## config.mk

```make
export PLATFORM = sky130hd
export DESIGN_NAME = direction_input_ctrl_flat
export DESIGN_NICKNAME = d
export VERILOG_FILES = /design/src/rtl/direction_input_ctrl_if.sv /design/src/rtl/direction_input_ctrl.sv /design/src/flat_wrapper.sv
export SDC_FILE = /design/constraint.sdc
export NUM_CORES = 1
export LEC_CHECK = 0
export BUFFER_PORTS_ARGS = -buffer_cell sky130_fd_sc_hd__buf_4
export CAP_MARGIN = 20
export CORE_MARGIN = 5
export CORE_UTILIZATION = 55
export DETAILED_ROUTE_END_ITERATION = 7
export HOLD_SLACK_MARGIN = 0.12
export PLACE_DENSITY = 0.71
export SETUP_SLACK_MARGIN = 0.02
export SLEW_MARGIN = 20
export SYNTH_ARGS = -nofsm -noshare
export SYNTH_HDL_FRONTEND = slang
export SYNTH_HIERARCHICAL = 1
export SYNTH_SLANG_ARGS = --single-unit
```

## constraint.sdc

```tcl
create_clock -name clk -period 3.9 [get_ports clk]
set_clock_uncertainty 0.1 [all_clocks]
set_input_delay 0.78 -clock clk [delete_from_list [all_inputs] [get_ports clk]]
set_output_delay 0.78 -clock clk [all_outputs]
set_load 0.02 [all_outputs]
```

## src/rtl/direction_input_ctrl_if.sv

```systemverilog
// Board push-button inputs and the direction/start controls handed to the movement FSM.
interface direction_input_ctrl_if;
    logic BtnL, BtnU, BtnR, BtnD, BtnC;
    logic Left, Up, Right, Down, centerPulse;

    modport master (
        output BtnL, BtnU, BtnR, BtnD, BtnC,
        input  Left, Up, Right, Down, centerPulse
    );

    modport slave (
        input  BtnL, BtnU, BtnR, BtnD, BtnC,
        output Left, Up, Right, Down, centerPulse
    );
endinterface

```

## src/rtl/direction_input_ctrl.sv

```systemverilog
// Button front end: 2-flop sync + debounce per button, last-press-wins direction arbiter,
// and a single-cycle pulse for the centre button.
module direction_input_debounce #(
    parameter int DEBOUNCE_CYCLES = 4,
    parameter int CNT_W           = 3
) (
    input  logic clk,
    input  logic reset,
    input  logic raw_i,
    output logic db_o,
    output logic flip_o
);
    localparam logic [CNT_W-1:0] CNT_MAX = CNT_W'(DEBOUNCE_CYCLES - 1);

    logic [1:0]       sync_q;
    logic [CNT_W-1:0] cnt_q, cnt_d;
    logic             db_q;
    logic             mism;

    assign mism   = sync_q[1] ^ db_q;
    // flip_o is the level change that lands on this edge; the arbiter needs it early
    assign flip_o = mism && (cnt_q == CNT_MAX);
    assign db_o   = db_q;

    always_comb begin
        cnt_d = cnt_q + 1'b1;
        if (!mism || flip_o) cnt_d = '0;
    end

    always_ff @(posedge clk or negedge reset) begin
        if (!reset) begin
            sync_q <= '0;
            cnt_q  <= '0;
            db_q   <= 1'b0;
        end else begin
            sync_q <= {sync_q[0], raw_i};
            cnt_q  <= cnt_d;
            db_q   <= db_q ^ flip_o;
        end
    end
endmodule

module direction_input_ctrl #(
    parameter int DEBOUNCE_CYCLES = 500000
) (
    input  logic                  clk,
    input  logic                  reset,
    direction_input_ctrl_if.slave bus
);
    localparam int NUM_BTN = 5;
    localparam int CNT_W   = $clog2(DEBOUNCE_CYCLES + 1);

    typedef enum logic [2:0] {OWN_NONE, OWN_L, OWN_U, OWN_R, OWN_D} own_e;

    // bit order: 0=L 1=U 2=R 3=D 4=C
    logic [NUM_BTN-1:0] raw, db_q, flip;
    logic [3:0]         db_d, rise;
    own_e               own_q, own_d;
    logic [3:0]         dir_q;
    logic               dbc_dly_q, pulse_q;

    assign raw = {bus.BtnC, bus.BtnD, bus.BtnR, bus.BtnU, bus.BtnL};

    generate
        for (genvar g = 0; g < NUM_BTN; g++) begin : g_btn
            direction_input_debounce #(
                .DEBOUNCE_CYCLES(DEBOUNCE_CYCLES),
                .CNT_W          (CNT_W)
            ) u_db (
                .clk   (clk),
                .reset (reset),
                .raw_i (raw[g]),
                .db_o  (db_q[g]),
                .flip_o(flip[g])
            );
        end
    endgenerate

    assign db_d = db_q[3:0] ^ flip[3:0];
    assign rise = flip[3:0] & ~db_q[3:0];

    function automatic own_e pick(input logic [3:0] v);
        own_e r;
        r = OWN_NONE;
        if (v[3]) r = OWN_D;
        if (v[2]) r = OWN_R;
        if (v[1]) r = OWN_U;
        if (v[0]) r = OWN_L;
        return r;
    endfunction

    function automatic logic [3:0] own_oh(input own_e o);
        logic [3:0] r;
        r = 4'b0000;
        case (o)
            OWN_L:   r = 4'b0001;
            OWN_U:   r = 4'b0010;
            OWN_R:   r = 4'b0100;
            OWN_D:   r = 4'b1000;
            default: r = 4'b0000;
        endcase
        return r;
    endfunction

    always_ff @(posedge clk or negedge reset) begin
        if (!reset) own_q <= OWN_NONE;
        else        own_q <= own_d;
    end

    // A fresh press always takes over; a release only matters if it was the owner
    always_comb begin
        own_d = own_q;
        if (|rise)
            own_d = pick(rise);
        else if (|(own_oh(own_q) & ~db_d))
            own_d = pick(db_d);
    end

    always_ff @(posedge clk or negedge reset) begin
        if (!reset) begin
            dir_q     <= '0;
            dbc_dly_q <= 1'b0;
            pulse_q   <= 1'b0;
        end else begin
            dir_q     <= own_oh(own_q);
            dbc_dly_q <= db_q[4];
            pulse_q   <= db_q[4] & ~dbc_dly_q;
        end
    end

    assign bus.Left        = dir_q[0];
    assign bus.Up          = dir_q[1];
    assign bus.Right       = dir_q[2];
    assign bus.Down        = dir_q[3];
    assign bus.centerPulse = pulse_q;
endmodule

```

## src/flat_wrapper.sv

```systemverilog
// flat-port wrapper written by rule: the top's interface ports become plain ports
module direction_input_ctrl_flat 
#(
    parameter int DEBOUNCE_CYCLES = 500000
)
  (clk, reset, bus_BtnL, bus_BtnU, bus_BtnR, bus_BtnD, bus_BtnC, bus_Left, bus_Up, bus_Right, bus_Down, bus_centerPulse);
  direction_input_ctrl_if bus_i ();
  input  logic clk;
  input  logic reset;
  input wire logic [$bits(bus_i.BtnL)-1:0] bus_BtnL;
  input wire logic [$bits(bus_i.BtnU)-1:0] bus_BtnU;
  input wire logic [$bits(bus_i.BtnR)-1:0] bus_BtnR;
  input wire logic [$bits(bus_i.BtnD)-1:0] bus_BtnD;
  input wire logic [$bits(bus_i.BtnC)-1:0] bus_BtnC;
  output wire logic [$bits(bus_i.Left)-1:0] bus_Left;
  output wire logic [$bits(bus_i.Up)-1:0] bus_Up;
  output wire logic [$bits(bus_i.Right)-1:0] bus_Right;
  output wire logic [$bits(bus_i.Down)-1:0] bus_Down;
  output wire logic [$bits(bus_i.centerPulse)-1:0] bus_centerPulse;
  assign bus_i.BtnL = bus_BtnL;
  assign bus_i.BtnU = bus_BtnU;
  assign bus_i.BtnR = bus_BtnR;
  assign bus_i.BtnD = bus_BtnD;
  assign bus_i.BtnC = bus_BtnC;
  assign bus_Left = bus_i.Left;
  assign bus_Up = bus_i.Up;
  assign bus_Right = bus_i.Right;
  assign bus_Down = bus_i.Down;
  assign bus_centerPulse = bus_i.centerPulse;
  direction_input_ctrl #(.DEBOUNCE_CYCLES(DEBOUNCE_CYCLES)) u_core (.clk(clk), .reset(reset), .bus(bus_i));
endmodule
```

==> impl_metrics.ini <==
[drt]
vias = 4228
drtIter0Drc = 254
via_per_inst = 5.61
drt_wl_total_mm = 10.6
first_pass_iters = 4
wire_per_inst_microns = 14.1
ant_nets = 0
drc = 0

[timing]
fmax_ghz = 0.381
holdWs_ns = 0.157
rsz0062_at_grt = false
setup_violations = 0
tightest_slew_ns = 0.728
tns_ns = 0
hold_viol = 0
setup_ws_ns = 1.28
layout_min_cycle_time_ns = 2.62
timing.final.crit_share = 0.673
relSlewSlack = 0.515
drv_slew = 0

[place]
pre_cts_ws_ns = 1.31
placed_area_sq_um = 5990
port_buffers = 11
gp_congestion = 0.900
dp_hpwl_mm = 7.16

[critical_path]
regToRegStartpoint = u_core/g_btn[0].u_db/cnt_q[0]$_DFF_PN0_
critical_path_depth = 9
reg2regPathDepth = 9
worst-path-buf-inv = 0
cpLargestDelayFamily = simple AND/OR/NAND/NOR gates
crit_fanout = 4
cp-end-kind = flop
crit_path_frequent_cell = ha_1
cp_slowest_stage_delay_ns = 0.38
cpMaxStageDelayCell = dfrtp_1
crit_path_start = u_core/g_btn[0].u_db/cnt_q[0]$_DFF_PN0_
crit_path_cell_trace = ha_1, and4_2, nand2_1, nor3_1, ha_1, mux2i_1, nor2_4, o221a_1, a2111oi_2
rrSetupSlack_ns = 1.28
critical_path_class = reg2reg
worst_ep_required_time_ns = 4.21
cp-endpoint = u_core/own_q[1]$_DFFE_PN0P_
crit_path_start_kind = flop
reg2reg_to = u_core/own_q[1]$_DFFE_PN0P_
cp.arrival_ns = 2.94

[yosys]
syn_nets = 595
syn_area_per_cell_sq_um = 9.89
syn_inst = 579
syn_area_sq_um = 5730
yosys_warnings = 6

[floorplan]
die_w_microns = 112
core_sq_um = 10200
dieArea_sq_um = 12600
rows = 37
io_pins = 12
floorplan.initialDensity = 0.560
die_h_microns = 112

[clock_tree]
post_cts_buffers = 0
cts_buffer_depth = 2
cts.repair.resized = 0
clk-insertion-delay-late_ns = 0.52
cts_sinks = 119
cts_root_buf = clkbuf_8
cts.clk_slew.worst_paths_ns = 0.06
cts_made_buffers = 17
tritoncts = built
hold_buffers = 0
cts-htree-levels = 4

[cells_and_area]
drive_gt1_frac = 0.128
fin_area_sq_um = 6600
syn_to_final_growth_pct = 15.2
final_util = 0.645
diodes = 0
nets = 620

[job]
drv_cap = 0

[min_path]
min_path_type = in2async

[global_route]
gr-usage-all-layers = 0.189
grt_pass1_wl_mm = 19.6
grt_pass1_vias = 4330
grt-ovfl-total = 0
grt_max_degree = 75
antenna_found_initial = 0

[pwr]
peakVddDrop_v = 0.000339
power.density_nw_per_um2 = 444
cellLeakagePower_nw = 2.67

[status]
status = finished, final reports clean
-- registers in the layout, indices dropped and copies added (netlist names), named ones only --
register / cells
u_core/g_btn.u_db/cnt_q: 95
u_core/g_btn.u_db/sync_q: 10
u_core/dir_q: 4
u_core/own_q: 3
u_core/bus.centerPulse: 1
u_core/dbc_dly_q: 1
-- worst min path at each step --
stage                                             start                                        to  depth (start not counted)
2_1_floorplan  u_core/g_btn[0].u_db/sync_q[0]$_DFF_PN0_  u_core/g_btn[0].u_db/sync_q[1]$_DFF_PN0_                          0
3_3_place_gp   u_core/g_btn[1].u_db/sync_q[0]$_DFF_PN0_  u_core/g_btn[1].u_db/sync_q[1]$_DFF_PN0_                          0
3_5_place_dp   u_core/g_btn[2].u_db/sync_q[0]$_DFF_PN0_  u_core/g_btn[2].u_db/sync_q[1]$_DFF_PN0_                          0
4_1_cts                                           reset  u_core/g_btn[1].u_db/cnt_q[15]$_DFF_PN0_                          1
5_1_grt                                           reset  u_core/g_btn[1].u_db/cnt_q[15]$_DFF_PN0_                          1
6_report                                          reset  u_core/g_btn[1].u_db/cnt_q[15]$_DFF_PN0_                          1
-- cell usage in the layout (no fill, tap or decap), types with 2 or more instances in the layout --
cell       count
dfrtp_1      119
nor2_1        94
xnor2_1       50
nand2_1       38
inv_1         31
a21oi_1       27
nand3_1       25
nand4_1       25
nor4_1        21
clkbuf_16     16
buf_4         15
xor2_1        15
nor3_1        14
a31o_2        11
or4_1         10
or3_1         10
ha_1           9
nor2b_1        7
o21ai_0        7
clkbuf_8       6
clkinv_2       6
nor4b_1        6
o21ai_1        6
nand3_2        5
o31ai_1        5
and4_2         5
and3_1         5
mux2_2         5
o21bai_1       4
bufinv_16      3
nor3b_1        2
a2111oi_2      2
-- cell type report --
type / instances / area, sq um
fillers: 801 / 3640
multi-input cells: 419 / 2590
clock buffers: 23 / 487
repair buffers: 16 / 133
well taps: 136 / 170
clock inverters: 9 / 120
flip-flops and latches: 119 / 2980
inverters: 31 / 116
-- routing by layer --
| metal | wire length (microns) | up-vias | share of wire | GRT usage |
|---|---|---|---|---|
| met5 | 0 | - | 0 | 0 |
| met4 | 208 | 0 | 0.020 | 0.0817 |
| met3 | 409 | 22 | 0.039 | 0.0507 |
| met1 | 5180 | 2046 | 0.49 | 0.252 |
| met2 | 4820 | 69 | 0.45 | 0.293 |
| li1 | - | 2091 | - | - |
-- through the flow --
stage / power, mW / instances
2_1_floorplan: 1.33 / 579
3_3_place_gp: 1.37 / 721
3_5_place_dp: 1.37 / 721
4_1_cts: 2.96 / 753
5_1_grt: 3.03 / 753
6_report: 2.93 / 753
-- power breakdown --
group / internal (mW) / total, mW / switching (mW)
sequential: 1.25 / 1.27 / 0.0165
combinational: 0.0243 / 0.0792 / 0.0549
clock: 1.05 / 1.58 / 0.525
total: 2.33 / 2.93 / 0.597
Note: power is estimated with default switching activity, not from simulation.
